<file path="src/rtl/toy_bus_ack_dec_node_if.sv">
`default_nettype none
// ==========================================================================
// toy_bus_ack_dec_node_if : one ToyBusAck channel (valid/ready + payload)
// Rev 1.0
// ==========================================================================
interface toy_bus_ack_dec_node_if #(
  parameter int DATA_W = 32,
  parameter int ID_W   = 4
);
  logic              vld;
  logic              rdy;
  logic              opcode;
  logic [DATA_W-1:0] data;
  logic [ID_W-1:0]   src_id;
  logic [ID_W-1:0]   tgt_id;

  modport master (
    output vld,
    output opcode,
    output data,
    output src_id,
    output tgt_id,
    input  rdy
  );

  modport slave (
    input  vld,
    input  opcode,
    input  data,
    input  src_id,
    input  tgt_id,
    output rdy
  );
endinterface
`default_nettype wire

</file>
<file path="src/rtl/toy_bus_ack_dec_node.sv">
`default_nettype none
// ==========================================================================
// toy_bus_ack_dec_node : 1:4 ToyBusAck split by tgt_id, 2-entry FIFO per port
// Optional illegal-target check: TOY_BUS_DEC_ERR_CHK_EN.  Rev 1.0
// ==========================================================================
module toy_bus_ack_dec_node #(
  parameter int DATA_W    = 32,
  parameter int ID_W      = 4,
  parameter int SEL_LSB   = 0,
  parameter int NODE_BASE = 0
) (
  input  wire                       clk,
  input  wire                       rst_n,
  toy_bus_ack_dec_node_if.slave     in0,
  toy_bus_ack_dec_node_if.master    out0,
  toy_bus_ack_dec_node_if.master    out1,
  toy_bus_ack_dec_node_if.master    out2,
  toy_bus_ack_dec_node_if.master    out3,
  output logic                      err_vld,
  output logic [7:0]                err_cnt
);
  localparam int NP = 4;
  localparam int PW = 1 + DATA_W + 2 * ID_W;

  typedef logic [PW-1:0] beat_t;

  logic [1:0]    sel;
  logic [NP-1:0] dec;
  logic [NP-1:0] full;
  logic [NP-1:0] push;
  logic [NP-1:0] pop;
  logic [NP-1:0] out_vld;
  logic [NP-1:0] out_rdy;
  beat_t         in_beat;
  beat_t         head [NP];

  assign sel     = in0.tgt_id[SEL_LSB +: 2];
  assign dec     = NP'(1) << sel;
  assign in_beat = {in0.opcode, in0.data, in0.src_id, in0.tgt_id};

`ifdef TOY_BUS_DEC_ERR_CHK_EN
  logic illegal;

  assign illegal = (in0.tgt_id[ID_W-1:2] != (ID_W-2)'(NODE_BASE));
  // Illegal beats are swallowed without regard to FIFO occupancy
  assign in0.rdy = illegal | ~full[sel];
  assign push    = illegal ? '0 : (dec & {NP{in0.vld & ~full[sel]}});

  always_ff @(posedge clk or negedge rst_n) begin
    if (!rst_n) begin
      err_vld <= 1'b0;
      err_cnt <= 8'd0;
    end else begin
      err_vld <= in0.vld & illegal;
      if (in0.vld && illegal && (err_cnt != 8'hFF)) begin
        err_cnt <= err_cnt + 8'd1;
      end
    end
  end
`else
  // Ready looks only at occupancy, never at downstream ready
  assign in0.rdy = ~full[sel];
  assign push    = dec & {NP{in0.vld & ~full[sel]}};
  assign err_vld = 1'b0;
  assign err_cnt = 8'd0;
`endif

  for (genvar n = 0; n < NP; n++) begin : g_port
    beat_t      mem [2];
    logic [1:0] cnt;
    logic       wptr;
    logic       rptr;

    assign full[n]    = (cnt == 2'd2);
    assign out_vld[n] = (cnt != 2'd0);
    assign pop[n]     = out_vld[n] & out_rdy[n];
    assign head[n]    = mem[rptr];

    always_ff @(posedge clk or negedge rst_n) begin
      if (!rst_n) begin
        cnt    <= 2'd0;
        wptr   <= 1'b0;
        rptr   <= 1'b0;
        mem[0] <= '0;
        mem[1] <= '0;
      end else begin
        if (push[n]) begin
          mem[wptr] <= in_beat;
          wptr      <= ~wptr;
        end
        if (pop[n]) begin
          rptr <= ~rptr;
        end
        case ({push[n], pop[n]})
          2'b10:   cnt <= cnt + 2'd1;
          2'b01:   cnt <= cnt - 2'd1;
          default: cnt <= cnt;
        endcase
      end
    end
  end

  assign out0.vld = out_vld[0];
  assign out1.vld = out_vld[1];
  assign out2.vld = out_vld[2];
  assign out3.vld = out_vld[3];

  assign {out0.opcode, out0.data, out0.src_id, out0.tgt_id} = head[0];
  assign {out1.opcode, out1.data, out1.src_id, out1.tgt_id} = head[1];
  assign {out2.opcode, out2.data, out2.src_id, out2.tgt_id} = head[2];
  assign {out3.opcode, out3.data, out3.src_id, out3.tgt_id} = head[3];

  assign out_rdy = {out3.rdy, out2.rdy, out1.rdy, out0.rdy};

endmodule
`default_nettype wire

</file>
<file path="src/flat_wrapper.sv">
// flat-port wrapper written by rule: the top's interface ports become plain ports
module toy_bus_ack_dec_node_flat 
#(
  parameter int DATA_W    = 32,
  parameter int ID_W      = 4,
  parameter int SEL_LSB   = 0,
  parameter int NODE_BASE = 0
)
  (clk, rst_n, err_vld, err_cnt, in0_vld, in0_opcode, in0_data, in0_src_id, in0_tgt_id, in0_rdy, out0_vld, out0_opcode, out0_data, out0_src_id, out0_tgt_id, out0_rdy, out1_vld, out1_opcode, out1_data, out1_src_id, out1_tgt_id, out1_rdy, out2_vld, out2_opcode, out2_data, out2_src_id, out2_tgt_id, out2_rdy, out3_vld, out3_opcode, out3_data, out3_src_id, out3_tgt_id, out3_rdy);
  toy_bus_ack_dec_node_if #(.DATA_W(DATA_W), .ID_W(ID_W)) in0_i ();
  toy_bus_ack_dec_node_if #(.DATA_W(DATA_W), .ID_W(ID_W)) out0_i ();
  toy_bus_ack_dec_node_if #(.DATA_W(DATA_W), .ID_W(ID_W)) out1_i ();
  toy_bus_ack_dec_node_if #(.DATA_W(DATA_W), .ID_W(ID_W)) out2_i ();
  toy_bus_ack_dec_node_if #(.DATA_W(DATA_W), .ID_W(ID_W)) out3_i ();
  input  wire clk;
  input  wire rst_n;
  output logic err_vld;
  output logic [7:0] err_cnt;
  input wire logic [$bits(in0_i.vld)-1:0] in0_vld;
  input wire logic [$bits(in0_i.opcode)-1:0] in0_opcode;
  input wire logic [$bits(in0_i.data)-1:0] in0_data;
  input wire logic [$bits(in0_i.src_id)-1:0] in0_src_id;
  input wire logic [$bits(in0_i.tgt_id)-1:0] in0_tgt_id;
  output wire logic [$bits(in0_i.rdy)-1:0] in0_rdy;
  output wire logic [$bits(out0_i.vld)-1:0] out0_vld;
  output wire logic [$bits(out0_i.opcode)-1:0] out0_opcode;
  output wire logic [$bits(out0_i.data)-1:0] out0_data;
  output wire logic [$bits(out0_i.src_id)-1:0] out0_src_id;
  output wire logic [$bits(out0_i.tgt_id)-1:0] out0_tgt_id;
  input wire logic [$bits(out0_i.rdy)-1:0] out0_rdy;
  output wire logic [$bits(out1_i.vld)-1:0] out1_vld;
  output wire logic [$bits(out1_i.opcode)-1:0] out1_opcode;
  output wire logic [$bits(out1_i.data)-1:0] out1_data;
  output wire logic [$bits(out1_i.src_id)-1:0] out1_src_id;
  output wire logic [$bits(out1_i.tgt_id)-1:0] out1_tgt_id;
  input wire logic [$bits(out1_i.rdy)-1:0] out1_rdy;
  output wire logic [$bits(out2_i.vld)-1:0] out2_vld;
  output wire logic [$bits(out2_i.opcode)-1:0] out2_opcode;
  output wire logic [$bits(out2_i.data)-1:0] out2_data;
  output wire logic [$bits(out2_i.src_id)-1:0] out2_src_id;
  output wire logic [$bits(out2_i.tgt_id)-1:0] out2_tgt_id;
  input wire logic [$bits(out2_i.rdy)-1:0] out2_rdy;
  output wire logic [$bits(out3_i.vld)-1:0] out3_vld;
  output wire logic [$bits(out3_i.opcode)-1:0] out3_opcode;
  output wire logic [$bits(out3_i.data)-1:0] out3_data;
  output wire logic [$bits(out3_i.src_id)-1:0] out3_src_id;
  output wire logic [$bits(out3_i.tgt_id)-1:0] out3_tgt_id;
  input wire logic [$bits(out3_i.rdy)-1:0] out3_rdy;
  assign in0_i.vld = in0_vld;
  assign in0_i.opcode = in0_opcode;
  assign in0_i.data = in0_data;
  assign in0_i.src_id = in0_src_id;
  assign in0_i.tgt_id = in0_tgt_id;
  assign in0_rdy = in0_i.rdy;
  assign out0_vld = out0_i.vld;
  assign out0_opcode = out0_i.opcode;
  assign out0_data = out0_i.data;
  assign out0_src_id = out0_i.src_id;
  assign out0_tgt_id = out0_i.tgt_id;
  assign out0_i.rdy = out0_rdy;
  assign out1_vld = out1_i.vld;
  assign out1_opcode = out1_i.opcode;
  assign out1_data = out1_i.data;
  assign out1_src_id = out1_i.src_id;
  assign out1_tgt_id = out1_i.tgt_id;
  assign out1_i.rdy = out1_rdy;
  assign out2_vld = out2_i.vld;
  assign out2_opcode = out2_i.opcode;
  assign out2_data = out2_i.data;
  assign out2_src_id = out2_i.src_id;
  assign out2_tgt_id = out2_i.tgt_id;
  assign out2_i.rdy = out2_rdy;
  assign out3_vld = out3_i.vld;
  assign out3_opcode = out3_i.opcode;
  assign out3_data = out3_i.data;
  assign out3_src_id = out3_i.src_id;
  assign out3_tgt_id = out3_i.tgt_id;
  assign out3_i.rdy = out3_rdy;
  toy_bus_ack_dec_node #(.DATA_W(DATA_W), .ID_W(ID_W), .SEL_LSB(SEL_LSB), .NODE_BASE(NODE_BASE)) u_core (.clk(clk), .rst_n(rst_n), .in0(in0_i), .out0(out0_i), .out1(out1_i), .out2(out2_i), .out3(out3_i), .err_vld(err_vld), .err_cnt(err_cnt));
endmodule
</file>
<file path="config.mk">
export PLATFORM = sky130hd
export DESIGN_NAME = toy_bus_ack_dec_node_flat
export DESIGN_NICKNAME = d
export VERILOG_FILES = /design/src/rtl/toy_bus_ack_dec_node_if.sv /design/src/rtl/toy_bus_ack_dec_node.sv /design/src/flat_wrapper.sv
export SDC_FILE = /design/constraint.sdc
export NUM_CORES = 1
export LEC_CHECK = 0
export BUFFER_PORTS_ARGS = -buffer_cell sky130_fd_sc_hd__buf_2
export CAP_MARGIN = 5
export CORE_MARGIN = 4
export CORE_UTILIZATION = 45
export CTS_BUF_LIST = sky130_fd_sc_hd__clkbuf_4 sky130_fd_sc_hd__clkbuf_8 sky130_fd_sc_hd__clkbuf_16
export DETAILED_ROUTE_END_ITERATION = 10
export PLACE_DENSITY = 0.65
export SYNTH_ARGS = -nofsm -noshare
export SYNTH_HDL_FRONTEND = slang
export SYNTH_SLANG_ARGS = --single-unit
</file>
<file path="constraint.sdc">
create_clock -name clk -period 2.7 [get_ports clk]
set_clock_uncertainty 0.2 [all_clocks]
set_input_delay 0.135 -clock clk [delete_from_list [all_inputs] [get_ports clk]]
set_output_delay 0.135 -clock clk [all_outputs]
set_load 0.1 [all_outputs]
</file>
# Yosys cells after proc, flatten, opt, wreduce, memory -nomap -nowiden
# Index checks and enable logic that the tools add are counted.
[totals]
inputBits = 48
output_inout_bits = 178
mem_count = 0
register_bits = 344
ram_bits = 0
rom_bits = 0
wordCells = 119
latch_bits = 0
[classes]
multipliers = 0
muxes = 30
reduce_logical = 12
bitwise_logic = 23
shift = 1
n_eq_ne = 12
n_div = 0
n_addsub = 8
n_lt_le_gt_ge = 13
[ops]
columns = ["operator", "n"]
rows = [
  ["$mux W41", 16],
  ["$bwmux W82", 4],
  ["$demux W41 S1", 4],
  ["$eq A2 B2 Y1 const B", 8],
  ["$ge A2 B2 Y1 const B", 8],
  ["$not A1 Y2", 8],
  ["$pmux W2 S2", 4],
  ["$reduce_bool A2 Y1", 8],
  ["$not A1 Y1", 9],
  ["$add A2 B1 Y2 const B", 4],
  ["$eq A2 B1 Y1 const B", 4],
  ["$lt A2 B1 Y1 const B", 4],
  ["$sub A2 B1 Y2 const B", 4],
  ["$and A1 B1 Y1", 5],
  ["$and A4 B4 Y4", 1],
  ["$logic_and A1 B1 Y1", 4],
  ["$shl A1 B2 Y4 const A", 1],
  ["$lt A2 B3 Y1 const B", 1],
  ["$bmux W1 S2", 1],
  ["$mux W1", 1],
]

# Logic depth before layout (Yosys ltp)
[depth]
depth_word = 8
depth_mapped = 7
ltp_nobuf = 6

# Worst setup path after synthesis
# No wires, ideal clock.
[synth_timing]
kind = "register -> register"
from = "reg u_core.g_port[0].cnt[0]"
to = "reg u_core.g_port[0].cnt[1]"
t_required_ns = 2.421
slack_ns = 0.668
stages_incl_launch_ff = 6
n_path_buf = 0
arrival_ns = 1.753
cell_sequence = "dfrtp_1 > or2_2 > and2_1 > ha_1 > nor2_1 > xor2_1"
[synth_via]
elab_cells_between_ends = 14
[synth_rtl]
columns = ["item", "line", "source"]
rows = [
  ["start: declaration", "toy_bus_ack_dec_node.sv:70", "logic [1:0] cnt;"],
  ["start signal: assignment", "toy_bus_ack_dec_node.sv:95", "2'b10: cnt <= cnt + 2'd1;"],
  ["start signal: assignment", "toy_bus_ack_dec_node.sv:96", "2'b01: cnt <= cnt - 2'd1;"],
  ["start signal: assignment", "toy_bus_ack_dec_node.sv:97", "default: cnt <= cnt;"],
  ["$reduce_bool A2 Y1 (*)", "toy_bus_ack_dec_node.sv:75", "assign out_vld[n] = (cnt != 2'd0);"],
  ["named net out0_vld", "flat_wrapper.sv:25", "output wire logic [$bits(out0_i.vld)-1:0] out0_vld;"],
  ["$and A1 B1 Y1 (*)", "toy_bus_ack_dec_node.sv:76", "assign pop[n] = out_vld[n] & out_rdy[n];"],
  ["named net u_core.pop[0]", "toy_bus_ack_dec_node.sv:31", "logic [NP-1:0] pop;"],
  ["$eq A2 B1 Y1 or $eq A2 B2 Y1 (tied branches)", "toy_bus_ack_dec_node.sv:94", "case ({push[n], pop[n]})"],
  ["$pmux W2 S2 or $reduce_bool A2 Y1 (tied branches)", "-", ""],
]
# The timed path passes the listed nets; every way through them passes the cells marked *. The select of a mux whose other input is x is not followed.
# A chain may end at the register's enable or synchronous reset.

# Worst setup path in the final report
[layout_timing]
from = "reg u_core.g_port[1].rptr"
to = "out out1_data[16]"
[layout_via]
elab_chain_cells = 4
[layout_lines]
columns = ["item", "line", "source"]
rows = [
  ["start: declaration", "toy_bus_ack_dec_node.sv:72", "logic rptr;"],
  ["start signal: assignment", "toy_bus_ack_dec_node.sv:92", "rptr <= ~rptr;"],
  ["$not A1 Y2 (implied by the code)", "toy_bus_ack_dec_node.sv:77", "assign head[n] = mem[rptr];"],
  ["$mux W41 (implied by the code) (3 in series)", "toy_bus_ack_dec_node.sv:77", ""],
  ["end: declaration", "flat_wrapper.sv:33", "output wire logic [$bits(out1_i.data)-1:0] out1_data;"],
]
# No other way between the ends. The select of a mux whose other input is x is not followed.

==> summary.txt <==
Drt
  – Pre-antenna DRT Iters: 6
  – Via density: 5.06
  – Vias after detailed routing: 8616
  – Met2 WL post-DR: 15600 um
  – DR iter-0 viols: 314
  – Top Layer Used: met4
  – WL/cell: 20.1 um
  – Routed length on met1: 16400 um
  – Drt drc: 0
  – Met3 WL: 1840 um
  – Final ANT Viol Nets: 0
  – Detailed Route WL: 34300 um

Layout
  – Most frequent cells in the layout: mux2_2, dfrtp_1, buf_2
  – Commonest non-fill, non-tap cell in the layout: mux2_2
  – Share of cells above drive strength 1: 63.2%
  – Register area: 0.00861 mm2
  – Multi-input gate area: 0.00613 mm2
  – Fillers: 2700
  – Area delta synth->final: 23.4%
  – Nets: 1284

STA
  – RSZ-0062 raised after global routing: false
  – Slew headroom: 43.0%
  – Final Hold Fails: 0
  – Fmax: 406 MHz
  – Minimum clock period: 2.46 ns
  – Setup tns final: 0 ns
  – Worst slew pin tran: 0.854 ns
  – Setup Viol. Count Final: 0
  – Final Cycle Share: 91.2%
  – Final Slew Violations: 0

Clock network
  – Clock transition at path regs: 0.06 ns
  – H-tree levels: 2
  – TritonCTS buffer count: 38
  – Root Driver: clkbuf_16
  – Later-pin clock latency in the skew report: 0.51 ns
  – CTS sink count: 344
  – CTS resizes: 0
  – TritonCTS clock tree: built
  – Clock Tree Buf Depth: 3

Worst setup path
  – Slowest-stage cell, CP: dfrtp_2
  – WP data required: 2.37 ns
  – Crit-path max FO: 29
  – CP Data Arrival Time: 2.13 ns
  – CP Class: reg -> out
  – Buf/Inv on CP: 2
  – Largest delay share family, worst path: flip-flops
  – CP endpoint kind: output pin
  – Critical-path cell list: buf_12 -> mux2_2 -> buf_2
  – Startpoint Class: flop
  – CP max stage delay: 0.62 ns

Yosys
  – Mapped Cells: 961
  – Distinct cells, synth: 29
  – Post-synth top area cell: dfrtp_1
  – Syn Area/Cell: 15.6 um2
  – YS warnings: 0
  – Register area share after synthesis: 57.3%
  – Top cell type's share of synthesized area: 57.3%
  – Mapped Area: 0.0150 mm2
  – Synth top area cells: dfrtp_1, mux2_2, mux2_4
  – Post-synthesis register bit count: 344

GRT
  – GRT overflow: 0
  – Largest net degree at the start of global routing: 70
  – First-pass GRT wire length: 54800 um
  – Global Route Usage Sum: 19.1%
  – Initial antenna violation count: 1
  – Vias in the first global route: 9421

Die
  – Vert. Die Dim: 191 um
  – Initial Utilization: 45.9%
  – Row Count: 66
  – Die area: 0.0364 mm2
  – I/O pins: 226
  – Die Wd: 191 um
  – Core area: 0.0327 mm2

Place
  – Port-buffer cells: 216
  – Gpl congestion: 0.721
  – Final HPWL DP: 22000 um

Flow run
  – Max_cap viols: 0

Outcome
  – Outcome: complete, no violations

Min path
  – Worst min-delay path class: in -> async
worst reg2reg max path, cell delays in order (launching register included):
cell and delay, ns:
dfrtp_1 0.42, nor2b_1 0.33, or4_4 0.75, mux2_2 0.47
layout make-up:
| type | count | share of cell area (%) |
|---|---|---|
| flip-flops and latches | 344 | 46.5 |
| multi-input cells | 559 | 33.1 |
| repair buffers | 288 | 10.3 |
| clock buffers | 59 | 6.45 |
| well taps | 442 | 2.98 |
| clock inverters | 9 | 0.682 |
| inverters | 1 | 0.0203 |
| diodes | 1 | 0.0135 |
through the flow:
| stage | instances | hold WS [ns] | util [%] | setup slack, ns | cell area (um2) |
|---|---|---|---|---|---|
| floorplan | 969 | -0.361 | - | 0.668 | 15100 |
| global placement | 1587 | -0.0399 | 51.2 | 0.469 | 16700 |
| detailed placement | 1587 | -0.0446 | 51.2 | 0.420 | 16700 |
| CTS | 1702 | 0.0173 | 56.7 | 0.201 | 18500 |
| global route | 1703 | 0.0479 | 56.7 | 0.147 | 18500 |
| finish | 1703 | 0.0100 | 56.7 | 0.238 | 18500 |
cell usage after synthesis:
library cell	count
buf_2	29
clkbuf_1	21
clkbuf_2	1
nand2_1	1
nand3_1	2
buf_6	4
mux4_2	1
nand4b_1	2
or2_2	10
buf_1	1
buf_4	9
ha_1	4
inv_1	1
conb_1	1
nand4_1	3
mux2_4	38
dfrtp_1	344
xor2_1	8
and4_1	1
or4_1	1
nor4b_2	2
mux2_2	429
and2_1	10
mux2_1	9
nor2b_1	5
or3_1	1
nor2_1	6
xnor2_1	12
nand2b_1	5
flip-flops by register name (all words and copies together) (netlist names):
signal and flops:
u_core.g_port.rptr 4, u_core.g_port.mem 328, u_core.g_port.cnt 8, u_core.g_port.wptr 4
path summary, 6_finish.rpt:
check                                                    start  cells past startpoint  slack, ns                                    to
max                          u_core.g_port[1].rptr$_DFFE_PN0P_                      3       0.24                         out1_data[16]
min                                                      rst_n                      2       0.01  u_core.g_port[1].mem[58]$_DFFE_PN0P_
max reg2reg                u_core.g_port[2].cnt[0]$_DFFE_PN0P_                      3       0.43  u_core.g_port[2].mem[81]$_DFFE_PN0P_
min reg2reg                u_core.g_port[2].mem[1]$_DFFE_PN0P_                      1       0.26   u_core.g_port[2].mem[1]$_DFFE_PN0P_
max in group asynchronous                                rst_n                      3       1.54  u_core.g_port[3].mem[39]$_DFFE_PN0P_
min in group clk           u_core.g_port[2].mem[1]$_DFFE_PN0P_                      1       0.26   u_core.g_port[2].mem[1]$_DFFE_PN0P_
layer usage:
metal	up-vias	track usage, %
met1	4451	27.8
met5	-	0
met4	0	3.56
met3	32	4.32
li1	3957	-
met2	176	30.0
timing repair:
action	4_1_cts	5_1_grt
hold buffers	47	0
endpoints found under the hold margin	668	0
buffers inserted	0	0
cell families after synthesis:
kind of cell	count (synthesis)	share of synthesized area (%)
XOR/XNOR	20	1.17
AND/OR/NAND/NOR	49	2.08
multiplexers	477	36.8
buffers and inverters	66	2.32
flip-flops	344	57.3
adder cells (fa/ha/maj)	4	0.333
other	1	0.0250
Power is not shown: default switching activity piles up to over one toggle a cycle in this logic, so the estimate is an artifact.
